--- src/rtl/serial_pkg.sv ---
// Shared types and line-level constants for the serial frame transmitter.
package serial_pkg;

    typedef enum logic [1:0] {
        ST_IDLE  = 2'd0,
        ST_START = 2'd1,
        ST_DATA  = 2'd2,
        ST_STOP  = 2'd3
    } state_t;

    localparam logic IDLE_LEVEL  = 1'b1;
    localparam logic START_LEVEL = 1'b0;

endpackage

--- src/rtl/serial_frame_tx_baud_tick.sv ---
// Bit-period timer: one-cycle tick every CLKS_PER_BIT cycles while enabled.
// Held at zero while disabled so every enable starts a fresh full period.
module baud_tick #(
    parameter int CLKS_PER_BIT = 4
) (
    input  logic clk,
    input  logic rst,
    input  logic en_i,
    output logic tick_o
);

    localparam int CW = (CLKS_PER_BIT > 1) ? $clog2(CLKS_PER_BIT) : 1;
    localparam logic [CW-1:0] LAST = CW'(CLKS_PER_BIT - 1);

    logic [CW-1:0] cnt_q, cnt_d;

    // Tick on the last cycle of the period; wrap to zero so periods abut.
    always_comb begin
        tick_o = en_i && (cnt_q == LAST);
        cnt_d  = cnt_q;
        if (!en_i || tick_o) begin
            cnt_d = '0;
        end else begin
            cnt_d = cnt_q + CW'(1);
        end
    end

    // Counter register with synchronous reset.
    always_ff @(posedge clk) begin
        if (rst) begin
            cnt_q <= '0;
        end else begin
            cnt_q <= cnt_d;
        end
    end

endmodule

--- src/rtl/serial_frame_tx.sv ---
// Buffered serial frame transmitter: collects bytes while idle, then sends
// them back-to-back as start/data/stop frames on an idle-high line.
//
// state    | meaning
// ST_IDLE  | line high, accepting get/send
// ST_START | start bit (line low) for one bit period
// ST_DATA  | data bits of byte rd_idx, order set by LSB_FIRST
// ST_STOP  | STOP_BITS periods of line high, then next byte or idle
module serial_frame_tx
    import serial_pkg::*;
#(
    parameter int DATA_W       = 8,
    parameter int MAX_BYTES    = 6,
    parameter int CLKS_PER_BIT = 4,
    parameter int STOP_BITS    = 1,
    parameter int LSB_FIRST    = 1
) (
    input  logic                             clk,
    input  logic                             rst,
    input  logic [DATA_W-1:0]                data,
    input  logic                             get,
    input  logic                             send,
    output logic                             tx,
    output logic                             busy,
    output logic [$clog2(MAX_BYTES+1)-1:0]   level,
    output logic                             overflow
);

    localparam int LW = $clog2(MAX_BYTES + 1);
    localparam int BW = (DATA_W > 1) ? $clog2(DATA_W) : 1;

    logic [DATA_W-1:0] buf_q [MAX_BYTES];

    state_t          state_q, state_d;
    logic [LW-1:0]   level_q, level_d;
    logic [LW-1:0]   rd_idx_q, rd_idx_d;
    logic [BW-1:0]   bit_idx_q, bit_idx_d;
    logic            stop_idx_q, stop_idx_d;
    logic            ovf_q, ovf_d;
    logic            tick;
    logic            get_ok;
    logic            tx_bit;

    baud_tick #(
        .CLKS_PER_BIT (CLKS_PER_BIT)
    ) u_baud_tick (
        .clk    (clk),
        .rst    (rst),
        .en_i   (state_q != ST_IDLE),
        .tick_o (tick)
    );

    assign get_ok = (state_q == ST_IDLE) && get && (level_q < LW'(MAX_BYTES));

    // Buffer write port; contents are only meaningful below level, so no reset.
    always_ff @(posedge clk) begin
        if (get_ok) begin
            buf_q[level_q] <= data;
        end
    end

    // Current line data bit from the byte being transmitted.
    always_comb begin
        if (LSB_FIRST != 0) begin
            tx_bit = buf_q[rd_idx_q][bit_idx_q];
        end else begin
            tx_bit = buf_q[rd_idx_q][BW'(DATA_W - 1) - bit_idx_q];
        end
    end

    // Next-state logic and line outputs.
    always_comb begin
        state_d    = state_q;
        level_d    = level_q;
        rd_idx_d   = rd_idx_q;
        bit_idx_d  = bit_idx_q;
        stop_idx_d = stop_idx_q;
        ovf_d      = ovf_q;
        tx         = IDLE_LEVEL;

        case (state_q)
            ST_IDLE: begin
                if (get_ok) begin
                    level_d = level_q + LW'(1);
                end else if (get) begin
                    ovf_d = 1'b1;
                end
                // A get accepted this cycle counts, so get+send with an empty buffer still sends.
                if (send && ((level_q != '0) || get_ok)) begin
                    state_d  = ST_START;
                    rd_idx_d = '0;
                end
            end
            ST_START: begin
                tx = START_LEVEL;
                if (tick) begin
                    state_d   = ST_DATA;
                    bit_idx_d = '0;
                end
            end
            ST_DATA: begin
                tx = tx_bit;
                if (tick) begin
                    if (bit_idx_q == BW'(DATA_W - 1)) begin
                        state_d    = ST_STOP;
                        stop_idx_d = 1'b0;
                    end else begin
                        bit_idx_d = bit_idx_q + BW'(1);
                    end
                end
            end
            ST_STOP: begin
                tx = IDLE_LEVEL;
                if (tick) begin
                    if ((STOP_BITS > 1) && !stop_idx_q) begin
                        stop_idx_d = 1'b1;
                    end else if ((rd_idx_q + LW'(1)) < level_q) begin
                        state_d  = ST_START;
                        rd_idx_d = rd_idx_q + LW'(1);
                    end else begin
                        state_d  = ST_IDLE;
                        level_d  = '0;
                        rd_idx_d = '0;
                    end
                end
            end
            default: begin
                state_d = ST_IDLE;
            end
        endcase
    end

    // State registers; reset aborts any frame in progress and empties the buffer.
    always_ff @(posedge clk) begin
        if (rst) begin
            state_q    <= ST_IDLE;
            level_q    <= '0;
            rd_idx_q   <= '0;
            bit_idx_q  <= '0;
            stop_idx_q <= 1'b0;
            ovf_q      <= 1'b0;
        end else begin
            state_q    <= state_d;
            level_q    <= level_d;
            rd_idx_q   <= rd_idx_d;
            bit_idx_q  <= bit_idx_d;
            stop_idx_q <= stop_idx_d;
            ovf_q      <= ovf_d;
        end
    end

    assign busy     = (state_q != ST_IDLE);
    assign level    = level_q;
    assign overflow = ovf_q;

endmodule

--- config.mk ---
export PLATFORM = sky130hd
export DESIGN_NAME = serial_frame_tx
export DESIGN_NICKNAME = d
export VERILOG_FILES = /design/src/rtl/serial_pkg.sv /design/src/rtl/serial_frame_tx_baud_tick.sv /design/src/rtl/serial_frame_tx.sv
export SDC_FILE = /design/constraint.sdc
export NUM_CORES = 1
export LEC_CHECK = 0
export ABC_CLOCK_PERIOD_IN_PS = 4800
export CAP_MARGIN = 10
export CORE_AREA = 2 2 101 103
export DETAILED_ROUTE_END_ITERATION = 8
export DIE_AREA = 0 0 103 105
export GPL_TIMING_DRIVEN = 0
export PLACE_DENSITY = 0.42
export SKIP_CTS_REPAIR_TIMING = 1
export SYNTH_ARGS = -nofsm -noshare
export SYNTH_HDL_FRONTEND = slang
export SYNTH_SLANG_ARGS = --single-unit
--- constraint.sdc ---
create_clock -name clk -period 4.8 [get_ports clk]
set_input_delay 0.96 -clock clk [delete_from_list [all_inputs] [get_ports clk]]
set_output_delay 0.96 -clock clk [all_outputs]
set_load 0.01 [all_outputs]
==> results by group, run 1 <==
Outcome
  – Status: complete, no violations

Timing
  – Final Cycle Share: 76.78%
  – Worst slew pin tran: 0.8375 ns
  – Fin. Hold Viols: 0
  – Worst setup slack after layout: 1.115 ns
  – Setup TNS: 0 ns
  – Final Setup Violations: 0
  – Final setup skew: 0.006575 ns
  – Min Clock Period, post-route: around 3.7 ns
  – Max_slew headroom: 43.96%
  – Max frequency: approximately 0.27 GHz
  – RSZ-0062 raised after global routing: false
  – Max-slew violations: 0

Cells and area
  – Layout area overhead: 20.81%
  – Layout cell share with drive strength beyond 1: 15.61%
  – Non-filler cells, final: 370
  – Final nets: 257
  – Post-layout util: 35.57%
  – Filler Cell Count: 966
  – Ant. Diodes: 0

Placement
  – IO buf count: 17
  – Pre-CTS setup slack: 1.467 ns
  – DP HPWL: 4.311 mm
  – Placed insts: 354
  – RePlAce Congestion: 0.6937

Setup path
  – Worst r2r dst: rd_idx_q[2]$_SDFFE_PP0N_
  – R2r startpoint: level[1]$_SDFFE_PP0P_
  – Arrival time worst endpoint: 2.73 ns
  – Worst endpoint required time: 3.84 ns
  – Crit-path cells: mux4_2, and3_4, a311oi_2, nand3_1, a41o_1, clkdlybuf4s50_1
  – Slowest cell on crit path: mux4_2
  – FF-to-FF path depth: 8
  – Largest stage delay, worst path: between 0.5 and 0.6 ns
  – Crit path kind: reg -> out
  – Critical path launch point type: flip-flop
  – R2R Setup Slk: ~2.5 ns
  – Crit path to: tx
  – Crit Path Max Fanout: 4
  – Crit end category: primary output

Clock network
  – CTS tree: yes
  – Total number of H-tree levels: 3
  – Clock Latency Late Sink: 0.34 ns
  – CTS clk-pin slew, worst paths: 0.07 ns
  – CTS max path bufs: 2
  – Number of clock sinks: 65
  – Cts bufs inserted: 9
  – Clock Tree Root: clkbuf_8

Die
  – Initial core utilization: 29.44%
  – Die height: ~110 µm
  – I/O pin count: 18
  – Total core area: 9639 µm²
  – Row cnt: 36
  – Die ar.: 10,820 µm²
  – Die Wd: ~100 µm

Route
  – Via count: 1,723
  – Met2 WL post-DR: 2.695 mm
  – Vias/cell: 4.657
  – Metal3 WL: 151 µm
  – WL final: 5.953 mm
  – WL per Instance: 16.09 µm
  – ANT nets after route: 0
  – Residual DRC count: 0
  – Drt pass-1 iters: 4
  – Highest metal used: met4
  – Met1 Wirelength: 3.024 mm
  – DR iter-0 viols: 45

Min path
  – Min-Delay Path Class: reg -> reg

Synthesis
  – Synthesized area: 2838 µm²
  – Post-Synthesis Cells: 200
  – Number of synthesized flops with an enable pin: 48
  – Synth cell types: 49
  – Syn Nets: around 230
  – Ys async rst share: 0%
  – Share of the yosys chip area belonging to registers: 62.79%
  – Yosys reg bits: 65
  – Yosys warns: 0
  – Top FF cell, synth: edfxtp_1
  – Post-Syn Area per Cell: around 14 µm²

Global route
  – GRT Residual Overflow: 0
  – First-pass GRT wire length: around 9.4 mm
  – Initial antenna violation count: 0
  – All-Layer GR Usage: 12.16%
  – Vias in the first global route: roughly 1.7k
  – Pin count of the biggest net entering global routing: 14

Power
  – Power Dens Cells: 424.7 nW/µm²
  – Peak VDD IR: around 0.18 mV
  – Static Leakage: 1.133 nW
  – Overall power: between 1 and 1.5 mW

Run
  – Max-Cap Viols: 0
-- layout by cell type, fill, tap and decap left out, types with 3 or more instances in the layout --
cell             count
a21oi_1              5
a22oi_1              6
buf_2                3
buf_4                3
clkbuf_1             4
clkbuf_8             9
clkdlybuf4s50_1     17
clkinvlp_4           3
dfxtp_1             17
edfxtp_1            48
ha_1                13
inv_1                9
mux2i_1             12
mux4_2               6
nand2_1             12
nand3_1              4
nand3b_1             3
nor2_1              11
nor2b_1              6
nor4_2               3
-- state kept, by name, summed over array words and instances (netlist names), named ones only --
signal,flops
buf_q,48
bit_idx_q,3
level,3
rd_idx_q,3
state_q,2
u_baud_tick.cnt_q,2
overflow,1
-- worst min path at each step --
| stage | startpoint | endpoint | slack (ns) | cells after the start |
|---|---|---|---|---|
| floorplan | u_baud_tick.cnt_q[0]$_SDFF_PP0_ | u_baud_tick.cnt_q[0]$_SDFF_PP0_ | 0.40 | 1 |
| global placement | u_baud_tick.cnt_q[0]$_SDFF_PP0_ | u_baud_tick.cnt_q[0]$_SDFF_PP0_ | 0.42 | 1 |
| detailed placement | u_baud_tick.cnt_q[0]$_SDFF_PP0_ | u_baud_tick.cnt_q[0]$_SDFF_PP0_ | 0.44 | 1 |
| CTS | u_baud_tick.cnt_q[0]$_SDFF_PP0_ | u_baud_tick.cnt_q[0]$_SDFF_PP0_ | 0.45 | 1 |
| global route | u_baud_tick.cnt_q[0]$_SDFF_PP0_ | u_baud_tick.cnt_q[0]$_SDFF_PP0_ | 0.49 | 1 |
| finish | u_baud_tick.cnt_q[0]$_SDFF_PP0_ | u_baud_tick.cnt_q[0]$_SDFF_PP0_ | 0.45 | 1 |
-- routing by layer --
| layer | up-vias | track usage [%] |
|---|---|---|
| met3 | 7 | 4.482 |
| met5 | - | 0 |
| met1 | 855 | 16.56 |
| met4 | 0 | 4.229 |
| met2 | 22 | 17.72 |
| li1 | 839 | - |
-- cells in the mapped netlist (all sizes together) (2+ instances only) --
master	count	share of area [%]
mux2i	12	4.2
buf	3	0.48
a22oi	6	1.6
nor4	4	0.88
nand2	12	1.6
o21ai	3	0.53
nand3b	3	0.79
edfxtp	48	51
nor2	11	1.5
a311oi	3	1.1
a22o	2	0.62
ha	13	5.7
a21oi	5	0.88
a211oi	2	0.53
inv	9	1.2
nand3	4	0.71
nor2b	6	1.3
clkbuf	4	0.53
mux4	7	5.7
dfxtp	17	12
nor3	2	0.35
-- logic make-up after synthesis --
kind of cell             synth area share, %
XOR/XNOR                              0.3087
multiplexers                           10.32
buffers and inverters                  2.204
adder cells (fa/ha/maj)                5.732
AO/OA/AOI/OAI                          9.083
flip-flops                             62.79
AND/OR/NAND/NOR                        9.569
-- power by group --
part / leakage, nW / switching (mW) / internal (mW)
combinational: 0.468 / 0.171 / 0.131
sequential: 0.574 / 0.0288 / 0.664
clock: 0.0921 / 0.218 / 0.243
-- critical path, delay by kind of cell (launching register included) --
kind / cells / cell delay, ns
AOI/OAI and AO/OA: 2 / 0.51
and+or+nand+nor: 2 / 0.35
buffers and inverters: 1 / 0.48
muxes: 1 / 0.57
DFF: 1 / 0.48
-- through the flow --
step	instance area, µm²	hold slack [ns]
floorplan	2838	0.4020
detailed placement	3226	0.4351
CTS	3428	0.4477
global route	3428	0.4873
global placement	3174	0.4249
finish	3428	0.4473
-- final cells by class --
| class | count | area (µm²) | share of cell area, % |
|---|---|---|---|
| buffer | 7 | 28.78 | 0.8394 |
| clock buffer | 9 | 123.9 | 3.613 |
| clock inverter | 7 | 78.83 | 2.299 |
| inverter | 9 | 33.78 | 0.9854 |
| multi-input combinational | 119 | 1017 | 29.67 |
| sequential | 65 | 1782 | 51.97 |
| tap | 133 | 166.4 | 4.854 |
| timing repair buffer | 21 | 197.7 | 5.766 |
No activity file was read; power rests on OpenSTA's default activity.
==> run 2, diff against run 1 <==
--- a/config.mk
+++ b/config.mk
@@ -5,7 +5,7 @@
 export SDC_FILE = /design/constraint.sdc
 export NUM_CORES = 1
 export LEC_CHECK = 0
-export ABC_CLOCK_PERIOD_IN_PS = 4800
+export ABC_CLOCK_PERIOD_IN_PS = 3430
 export CAP_MARGIN = 10
 export CORE_AREA = 2 2 101 103
 export DETAILED_ROUTE_END_ITERATION = 8
==> constraint.sdc (replaced) <==
create_clock -name clk -period 3.43 [get_ports clk]
set_input_delay 0.686 -clock clk [delete_from_list [all_inputs] [get_ports clk]]
set_output_delay 0.686 -clock clk [all_outputs]
set_load 0.01 [all_outputs]
==> run 2 against run 1 <==
Effect of this change:
- final cell count stayed put
- count of clock-buffer cells in the layout stayed put
- global-route usage stayed put
- die area stayed put
- clock skew is 0.0012 ns lower
- first-iteration DRC count stayed put
- non-clock buffer count stayed put
- routed wire length hardly changed
- register-to-register slack worse by 1.4 ns
- final area is 0.22% higher
- flip-flop and latch count stayed put
- critical path type unchanged
- critical endpoint unchanged
- largest power group unchanged
- highest routed layer unchanged
==> results by group, run 2 (synthesis results as in run 1) <==
Global route
  – Initial antenna violation count: 0 (unchanged)
  – Vias in the first global route: 1,724 (unchanged)
  – Pin count of the biggest net entering global routing: 14 (unchanged)
  – All-Layer GR Usage: 12.16% (unchanged)
  – GRT Residual Overflow: 0 (unchanged)
  – First-pass GRT wire length: 9.432 mm (unchanged)

Setup path
  – R2r startpoint: level[1]$_SDFFE_PP0P_
  – Crit path kind: reg -> out
  – Worst endpoint required time: 2.74 ns (-1.10 ns)
  – R2R Setup Slk: 1.09 ns (-1.37 ns)
  – FF-to-FF path depth: 8 (unchanged)
  – Arrival time worst endpoint: 2.63 ns (-0.10 ns)
  – Crit end category: primary output
  – Worst r2r dst: rd_idx_q[2]$_SDFFE_PP0N_
  – Critical path launch point type: flip-flop
  – Crit Path Max Fanout: 4 (unchanged)

Cells and area
  – Ant. Diodes: 0 (unchanged)
  – Layout area overhead: 21.08%
  – Commonest non-fill, non-tap cell in the layout: edfxtp_1
  – Top reg by flops: buf_q
  – Final nets: 257 (unchanged)
  – Max reg flops: 48 (unchanged)
  – Layout cell share with drive strength beyond 1: 16.46% (+0.84 points)
  – Commonest non-fill, non-tap cells in the layout: 48 x edfxtp_1, 17 x clkdlybuf4s50_1, 16 x dfxtp_1, 13 x ha_1
  – Final Instance Area: 3436 µm² (+0.22%)

Die
  – Die ar.: 10,820 µm² (unchanged)
  – Row cnt: 36 (unchanged)
  – Initial core utilization: 29.44% (unchanged)
  – Die Wd: 103 µm (unchanged)
  – Die height: 105 µm (unchanged)
  – I/O pin count: 18 (unchanged)
  – Total core area: 9639 µm² (unchanged)

Clock network
  – CTS tree: yes
  – Number of clock sinks: 65 (unchanged)
  – Total number of H-tree levels: 3 (unchanged)
  – Cts bufs inserted: 9 (unchanged)
  – CTS clk-pin slew, worst paths: 0.07 ns (about the same)
  – Clock Latency Late Sink: 0.34 ns (about the same)
  – CTS max path bufs: 2 (unchanged)
  – Clock Tree Root: clkbuf_8

Timing
  – Min Clock Period, post-route: 3.314 ns
  – RSZ-0062 raised after global routing: false
  – Worst slew pin tran: 0.8509 ns (+0.01340 ns)
  – Worst Hold Margin: 0.4473 ns (+0.000001000 ns)
  – Setup TNS: 0 ns (unchanged)
  – Max frequency: a little over 0.3 GHz
  – Max_slew headroom: 42.96% (-1.0 points)
  – Final setup skew: 0.005396 ns (-0.001179 ns)
  – Fin. Hold Viols: 0 (unchanged)
  – Final Cycle Share: 96.62%
  – Max-slew violations: 0 (unchanged)
  – Final Setup Violations: 0 (unchanged)

Power
  – Power Dens Cells: 593.7 nW/µm² (+40%)
  – Static Leakage: 1.136 nW (+0.28%)
  – Peak VDD IR: 0.2534 mV (+40%)

Min path
  – Hold endpoint: u_baud_tick.cnt_q[0]$_SDFF_PP0_
  – Hold_sp: u_baud_tick.cnt_q[0]$_SDFF_PP0_
  – Min-Delay Path Class: reg -> reg
  – Hold Crit Depth: 1 (unchanged)

Route
  – Residual DRC count: 0 (unchanged)
  – Via count: 1,716 (-0.41%)
  – DR iter-0 viols: 45 (unchanged)
  – Drt pass-1 iters: 4 (unchanged)
  – ANT nets after route: 0 (unchanged)
  – WL per Instance: 16.09 µm (about the same)
  – Vias/cell: 4.638 (-0.41%)
  – WL final: 5.955 mm (about the same)

Placement
  – DP HPWL: 4.311 mm (unchanged)
  – IO buf count: 17 (unchanged)
  – RePlAce Congestion: 0.6937 (unchanged)
  – Post-Place Cell Area: 3226 µm² (unchanged)

Run
  – Max-Cap Viols: 0 (unchanged)

Outcome
  – Status: complete, no violations
## run 2: cell type report
type / instances / area, µm²
fillers: 967 / 6203
flip-flops and latches: 65 / 1783
multi-input cells: 119 / 1017
repair buffers: 21 / 197.7
well taps: 133 / 166.4
clock buffers: 9 / 123.9
clock inverters: 7 / 78.83
plain buffers: 7 / 35.03
inverters: 9 / 33.78
## run 2: critical path, stage by stage (launching register included)
cell and delay (ns):
dfxtp_2 0.41, mux4_2 0.55, and3_4 0.20, a311oi_2 0.23, nand3_1 0.15, a41o_1 0.28
clkdlybuf4s50_1 0.48
## run 2: per-stage QoR
stage | power [mW] | setup slack, ns | utilization (%) | cells
final | 2.040 | 0.1158 | 35.64 | 370
after global routing | 2.162 | 0.01027 | 35.64 | 370
after CTS | 2.067 | -0.02432 | 35.57 | 370
after detailed placement | 1.414 | 0.3710 | 33.46 | 354
after global placement | 1.397 | -0.1321 | 32.93 | 350
after floorplan | 1.234 | 1.089 | - | 200
## run 2: worst max-delay path by stage
stage / startpoint / end / slack [ns] / cells after the start
2_1_floorplan: flip-flop / tx / 1.09 / 5
3_3_place_gp: get / buf_q[0][6]$_DFFE_PP_ / -0.13 / 3
3_5_place_dp: flip-flop / tx / 0.37 / 6
4_1_cts: flip-flop / tx / -0.02 / 6
5_1_grt: flip-flop / tx / 0.01 / 6
6_report: flip-flop / tx / 0.12 / 6
## run 2: report_power, final
part | internal, mW | switching [mW]
clock | 0.340 | 0.307
sequential | 0.929 | 0.0402
combinational | 0.183 | 0.240
## run 2: metal layers
| metal | track usage (%) | share of wire [%] |
|---|---|---|
| met5 | 0 | 0 |
| met4 | 4.229 | 1.1 |
| met3 | 4.482 | 2.4 |
| met2 | 17.72 | 46 |
| met1 | 16.56 | 51 |
==> run 3, diff against run 2 <==
--- a/config.mk
+++ b/config.mk
@@ -5,9 +5,9 @@
 export SDC_FILE = /design/constraint.sdc
 export NUM_CORES = 1
 export LEC_CHECK = 0
-export ABC_CLOCK_PERIOD_IN_PS = 3430
 export CAP_MARGIN = 10
 export CORE_AREA = 2 2 101 103
+export CTS_CLUSTER_SIZE = 16
 export DETAILED_ROUTE_END_ITERATION = 8
 export DIE_AREA = 0 0 103 105
 export GPL_TIMING_DRIVEN = 0
==> results of run 3 <==
Final layout, timing and power as in run 2 (identical DEF).
